<file path="config.mk">
export PLATFORM = sky130hd
export DESIGN_NAME = alu_sequencer_flat
export DESIGN_NICKNAME = d
export VERILOG_FILES = /design/src/rtl/alu_sequencer_if.sv /design/src/rtl/alu_sequencer.sv /design/src/flat_wrapper.sv
export SDC_FILE = /design/constraint.sdc
export NUM_CORES = 1
export LEC_CHECK = 0
export CAP_MARGIN = 0
export CELL_PAD_IN_SITES_DETAIL_PLACEMENT = 1
export CELL_PAD_IN_SITES_GLOBAL_PLACEMENT = 2
export CORE_MARGIN = 5
export CORE_UTILIZATION = 25
export CTS_CLUSTER_SIZE = 20
export DETAILED_ROUTE_END_ITERATION = 8
export GPL_ROUTABILITY_DRIVEN = 1
export PLACE_DENSITY = 0.65
export SLEW_MARGIN = 20
export SYNTH_ARGS = -nofsm -noshare
export SYNTH_HDL_FRONTEND = slang
export SYNTH_SLANG_ARGS = --single-unit
</file>
<file path="constraint.sdc">
create_clock -name clk -period 3.3 [get_ports clk]
set_input_delay 0.99 -clock clk [delete_from_list [all_inputs] [get_ports clk]]
set_output_delay 0.99 -clock clk [all_outputs]
set_load 0.05 [all_outputs]
</file>
<file path="src/rtl/alu_sequencer_if.sv">
// Instruction handshake and completion bus of alu_sequencer.
// The master offers instructions; the slave (the sequencer) reports done/result.
interface alu_sequencer_if;
  logic       instr_valid;
  logic [7:0] instr;
  logic       instr_ready;
  logic       done;
  logic [7:0] result;

  modport master (
    output instr_valid,
    output instr,
    input  instr_ready,
    input  done,
    input  result
  );

  modport slave (
    input  instr_valid,
    input  instr,
    output instr_ready,
    output done,
    output result
  );
endinterface

</file>
<file path="src/rtl/alu_sequencer.sv">
// Four-register sequencer driving an external combinational ALU: IDLE -> READ -> EXEC -> WB.
// Define ALU_SEQ_FLAGS_EN to enable carry/zero flags, carry chaining and CMP flag updates.
module alu_sequencer (
  input  logic                clk,
  input  logic                rst_n,
  alu_sequencer_if.slave      bus,
  input  logic                ld_en,
  input  logic [1:0]          ld_addr,
  input  logic [7:0]          ld_data,
  input  logic [1:0]          rd_addr,
  output logic [7:0]          rd_data,
  output logic [7:0]          alu_a,
  output logic [7:0]          alu_b,
  output logic [2:0]          alu_opcode,
  output logic                alu_carry_in,
  input  logic [7:0]          alu_out,
  output logic                carry_flag,
  output logic                zero_flag
);

  localparam int unsigned DATA_W = 8;
  localparam int unsigned REG_N  = 4;
  localparam int unsigned RIDX_W = 2;
  localparam int unsigned OP_W   = 3;

  localparam logic [OP_W-1:0] OP_ADD = 3'b000;
  localparam logic [OP_W-1:0] OP_SHR = 3'b001;
  localparam logic [OP_W-1:0] OP_SHL = 3'b010;
  localparam logic [OP_W-1:0] OP_CMP = 3'b111;

  typedef enum logic [1:0] {
    S_IDLE = 2'd0,
    S_READ = 2'd1,
    S_EXEC = 2'd2,
    S_WB   = 2'd3
  } state_t;

  state_t              state;
  logic [DATA_W-1:0]   regs [REG_N];
  logic [DATA_W-1:0]   res_q;
  logic [OP_W-1:0]     op_q;
  logic [RIDX_W-1:0]   rd_q;
  logic [RIDX_W-1:0]   rs_q;

`ifdef ALU_SEQ_FLAGS_EN
  logic                use_carry_q;
  logic [DATA_W:0]     sum_c;

  // Local 9-bit sum gives the ADD carry independent of the external ALU.
  assign sum_c = (DATA_W+1)'(alu_a) + (DATA_W+1)'(alu_b) + (DATA_W+1)'(alu_carry_in);
`endif

  assign rd_data = regs[rd_addr];

  // Sequencer state, register file and all registered outputs.
  always_ff @(posedge clk or negedge rst_n) begin
    if (!rst_n) begin
      state           <= S_IDLE;
      for (int i = 0; i < REG_N; i++) regs[i] <= '0;
      res_q           <= '0;
      op_q            <= '0;
      rd_q            <= '0;
      rs_q            <= '0;
      alu_a           <= '0;
      alu_b           <= '0;
      alu_opcode      <= '0;
      alu_carry_in    <= 1'b0;
      bus.instr_ready <= 1'b1;
      bus.done        <= 1'b0;
      bus.result      <= '0;
      carry_flag      <= 1'b0;
      zero_flag       <= 1'b0;
`ifdef ALU_SEQ_FLAGS_EN
      use_carry_q     <= 1'b0;
`endif
    end else begin
      bus.done <= 1'b0;
      unique case (state)
        S_IDLE: begin
          if (ld_en) regs[ld_addr] <= ld_data;
          if (bus.instr_valid) begin
            op_q            <= bus.instr[7:5];
            rd_q            <= bus.instr[4:3];
            rs_q            <= bus.instr[2:1];
`ifdef ALU_SEQ_FLAGS_EN
            use_carry_q     <= bus.instr[0];
`endif
            bus.instr_ready <= 1'b0;
            state           <= S_READ;
          end
        end
        S_READ: begin
          alu_a      <= regs[rd_q];
          alu_b      <= regs[rs_q];
          alu_opcode <= op_q;
`ifdef ALU_SEQ_FLAGS_EN
          alu_carry_in <= use_carry_q & carry_flag;
`else
          alu_carry_in <= 1'b0;
`endif
          state      <= S_EXEC;
        end
        S_EXEC: begin
          res_q <= alu_out;
          state <= S_WB;
        end
        S_WB: begin
          if (alu_opcode != OP_CMP) begin
            regs[rd_q] <= res_q;
            bus.result <= res_q;
`ifdef ALU_SEQ_FLAGS_EN
            zero_flag  <= (res_q == '0);
            if (alu_opcode == OP_ADD)      carry_flag <= sum_c[DATA_W];
            else if (alu_opcode == OP_SHR) carry_flag <= alu_a[0];
            else if (alu_opcode == OP_SHL) carry_flag <= alu_a[DATA_W-1];
`endif
          end
`ifdef ALU_SEQ_FLAGS_EN
          else begin
            // CMP only updates flags; the register file and result are untouched.
            zero_flag  <= (alu_a == alu_b);
            carry_flag <= (alu_a < alu_b);
          end
`endif
          bus.done        <= 1'b1;
          bus.instr_ready <= 1'b1;
          state           <= S_IDLE;
        end
        default: state <= S_IDLE;
      endcase
    end
  end

endmodule
</file>
<file path="src/flat_wrapper.sv">
// flat-port wrapper written by rule: the top's interface ports become plain ports
module alu_sequencer_flat 
  (clk, rst_n, ld_en, ld_addr, ld_data, rd_addr, rd_data, alu_a, alu_b, alu_opcode, alu_carry_in, alu_out, carry_flag, zero_flag, bus_instr_valid, bus_instr, bus_instr_ready, bus_done, bus_result);
  alu_sequencer_if bus_i ();
  input  logic clk;
  input  logic rst_n;
  input  logic ld_en;
  input  logic [1:0] ld_addr;
  input  logic [7:0] ld_data;
  input  logic [1:0] rd_addr;
  output logic [7:0] rd_data;
  output logic [7:0] alu_a;
  output logic [7:0] alu_b;
  output logic [2:0] alu_opcode;
  output logic alu_carry_in;
  input  logic [7:0] alu_out;
  output logic carry_flag;
  output logic zero_flag;
  input wire logic [$bits(bus_i.instr_valid)-1:0] bus_instr_valid;
  input wire logic [$bits(bus_i.instr)-1:0] bus_instr;
  output wire logic [$bits(bus_i.instr_ready)-1:0] bus_instr_ready;
  output wire logic [$bits(bus_i.done)-1:0] bus_done;
  output wire logic [$bits(bus_i.result)-1:0] bus_result;
  assign bus_i.instr_valid = bus_instr_valid;
  assign bus_i.instr = bus_instr;
  assign bus_instr_ready = bus_i.instr_ready;
  assign bus_done = bus_i.done;
  assign bus_result = bus_i.result;
  alu_sequencer u_core (.clk(clk), .rst_n(rst_n), .bus(bus_i), .ld_en(ld_en), .ld_addr(ld_addr), .ld_data(ld_data), .rd_addr(rd_addr), .rd_data(rd_data), .alu_a(alu_a), .alu_b(alu_b), .alu_opcode(alu_opcode), .alu_carry_in(alu_carry_in), .alu_out(alu_out), .carry_flag(carry_flag), .zero_flag(zero_flag));
endmodule
</file>
==> reports/qor.yml <==
status: "finished clean"
synth-warning-count: 2
fill_cells: 1672
ys_seq_area_share_pct: 47.8
hold_violations: 0
num_io_pins: 72
synthCells: 272
period_share_pct: 95.2
die_y_um: 138
cts_resized: 5
holdWs_ns: 0.503
p_clk_share_pct: 20.1
antenna_cells: 0
drtIter0Drc: 101
dieArea_um2: 19000
p_sw_w: 0.00214
internal_power_w: 0.00323
synthAdderAreaFrac_pct: 1.53
p_leak_nw: 2.25
synth_top_family_by_area: "multiplexers"
num_vias: 2719
synthMuxAreaShare_pct: 33.6
switching_share_pct: 39.9
p_comb_share_pct: 45.7
place_area_um2: 5030
start_kind: "input port"
syn_to_final_growth_pct: 31.4
netlist_area_um2: 4080
design_area_um2: 5370
groute.usage.overall_pct: 12.8
wirelength_um: 11300
cts_tree: "built"
critPathMaxFanout: 8
maxSlewViolCount: 0
grt_pass1_wl_um: 17700
antenna_found_initial: 0
setup.worst_path.class: "input port to output pin"
clkLatencyLatePin_ns: 0.34
nets: 380
maxCapViolations: 0
pre_cts_slack_ns: -0.0929
crit_chain: "clkdlybuf4s50_1 -> buf_12 -> mux4_2 -> buf_8"
worst_pin_slew_ns: 0.871
fmax_ghz: 0.318
cts_max_level: 3
grt_pass1_vias: 2987
p_total_w: 0.00537
clock_skew_ns: 0.00703
clock_path_buffers: 2
grt_max_degree: 79
setup_viol: 0
synth_compound_area_share_pct: 10.2
die_x_um: 138
end_kind: "output pin"
postSynthAreaPerCell_um2: 15.0
firstDrtPassIters: 5
port_buffers: 67
rsz0062_at_grt: "false"
drtAntennaViolNets: 0
rows: 46
place_congestion: 0.753
max_stage_delay_ns: 0.51
slew_headroom_pct: 42.0
cts_buffers: 9
cts_root_buf: "clkbuf_16"
wl_per_cell_um: 20.0
synth_cell_type_count: 30
cp_slowest_cell: "clkdlybuf4s50_1"
grt_overflow: 0
layout-drive-gt1-share_pct: 39.9
hold_path.class: "register to register"
period_needed_ns: 3.14
synth_seq_cells: 78
clk_pin_slew_ns: 0.06
hpwlAfterDp_um: 7890
viasPerCell: 4.82
power_density_nw_per_um2: 1000
synthXorXnorAreaFrac_pct: 0
remaining_drc_errors: 0
seqPwrFrac_pct: 34.2
fin_ws_ns: 0.157
cts.sinks: 78
required_ns: 2.31
cts_setup_buffers: 0
core_um2: 15900
synth-simple-area-share_pct: 4.20
ir_drop_mv: 0.460
ctsHoldBuffers: 0
worstPathArrival_ns: 2.15
start_util_pct: 25.6
==> Yosys cell counts <==
| cell type | instances | area share [%] |
|---|---|---|
| nor2_1 | 4 | 0.37 |
| o21ai_0 | 1 | 0.12 |
| clkbuf_2 | 1 | 0.12 |
| dfstp_2 | 1 | 0.64 |
| and3b_1 | 3 | 0.64 |
| inv_1 | 3 | 0.28 |
| a22o_1 | 32 | 6.9 |
| or3b_4 | 2 | 0.55 |
| ha_1 | 5 | 1.5 |
| nor3_1 | 1 | 0.12 |
| a2111oi_4 | 4 | 2.7 |
| mux4_2 | 24 | 13 |
| nor3b_1 | 3 | 0.55 |
| or3_1 | 1 | 0.15 |
| nand2_1 | 3 | 0.28 |
| and3_1 | 1 | 0.15 |
| buf_4 | 3 | 0.55 |
| conb_1 | 1 | 0.092 |
| nand3b_1 | 3 | 0.55 |
| or3b_1 | 1 | 0.21 |
| dfrtp_1 | 77 | 47 |
| o31ai_1 | 1 | 0.18 |
| nand3_1 | 2 | 0.25 |
| nor2b_1 | 1 | 0.15 |
| clkbuf_1 | 7 | 0.64 |
| mux2_2 | 74 | 20 |
| a21oi_1 | 3 | 0.37 |
| buf_1 | 7 | 0.64 |
| and4_1 | 1 | 0.21 |
| buf_2 | 2 | 0.25 |
==> layout by cell type (no fill, tap or decap), drive strengths merged, types with 2 or more instances in the layout <==
cell type,count
nand3b,3
clkbuf,13
a21oi,3
a22o,32
nor3b,3
nor2,4
inv,3
mux4,24
and3b,3
nand2,3
a2111oi,4
dfrtp,77
mux2,74
buf,20
clkdlybuf4s50,57
bufinv,2
ha,5
nand3,2
conb,3
or3b,3
==> kinds of logic (layout without fill, tap and decap cells) <==
kind of cell / Yosys count / in the layout
mux: 98 / 98
flops: 78 / 78
compound gates: 41 / 41
simple gates: 26 / 26
buf+inv: 23 / 97
fa+ha+maj: 5 / 5
other cells: 1 / 3
==> layout make-up <==
type	count	area [um^2]	area share (%)
clock buffers	13	250	4.66
multi-input cells	173	2040	38.0
well taps	216	270	5.03
flip-flops and latches	78	1950	36.4
repair buffers	78	773	14.4
clock inverters	3	67.6	1.26
inverters	3	11.3	0.210
==> worst max-delay path: cells and delay by family <==
family | cells | cell delay [ns]
buffers and inverters | 3 | 0.83
muxes | 1 | 0.33
==> state kept, by name, indices dropped and copies added (netlist names) <==
signal,flops
u_core.res_q,8
u_core.rd_q,2
u_core.rs_q,2
u_core.op_q,3
u_core.alu_a,8
u_core.bus.instr_ready,1
u_core.regs,32
u_core.state,2
u_core.bus.result,8
u_core.alu_b,8
u_core.alu_opcode,3
u_core.bus.done,1
==> per-layer routing <==
layer | track usage, % | wire length [um] | vias up
li1 | - | - | 1196
met1 | 17.1 | 5100 | 1432
met2 | 19.9 | 5370 | 76
met3 | 2.74 | 552 | 15
met4 | 6.09 | 239 | 0
met5 | 0 | 0 | -
==> through the flow <==
stage                     util [%]  TNS (ns)  std cells
final                         33.7         0        564
after global routing          33.7         0        564
after CTS                     33.6         0        564
after detailed placement      31.5    -0.541        548
after global placement        31.5    -0.523        548
after floorplan                  -         0        274
==> power by group through the flow <==
stage                     Clock, W  Sequential [W]  Combinational (W)
after CTS                  0.00112         0.00185            0.00250
after global routing       0.00115         0.00192            0.00260
after floorplan                  0         0.00203            0.00146
final                      0.00108         0.00184            0.00245
after detailed placement         0         0.00186            0.00247
after global placement           0         0.00184            0.00243
==> final timing paths <==
path / endpoint / depth (start not counted) / startpoint / slack, ns
setup / recovery: rd_data[7] / 4 / rd_addr[1] / 0.16
hold / removal: u_core.alu_a[0] / 1 / u_core.alu_a[0] / 0.50
setup reg to reg: u_core.regs[25] / 5 / u_core.state[0] / 0.83
hold reg to reg: u_core.alu_a[0] / 1 / u_core.alu_a[0] / 0.50
max in group asynchronous: u_core.bus.result[0] / 1 / rst_n / 2.10
min in group asynchronous: u_core.alu_b[3] / 1 / rst_n / 0.69
Power figures use the tool's default switching activity.
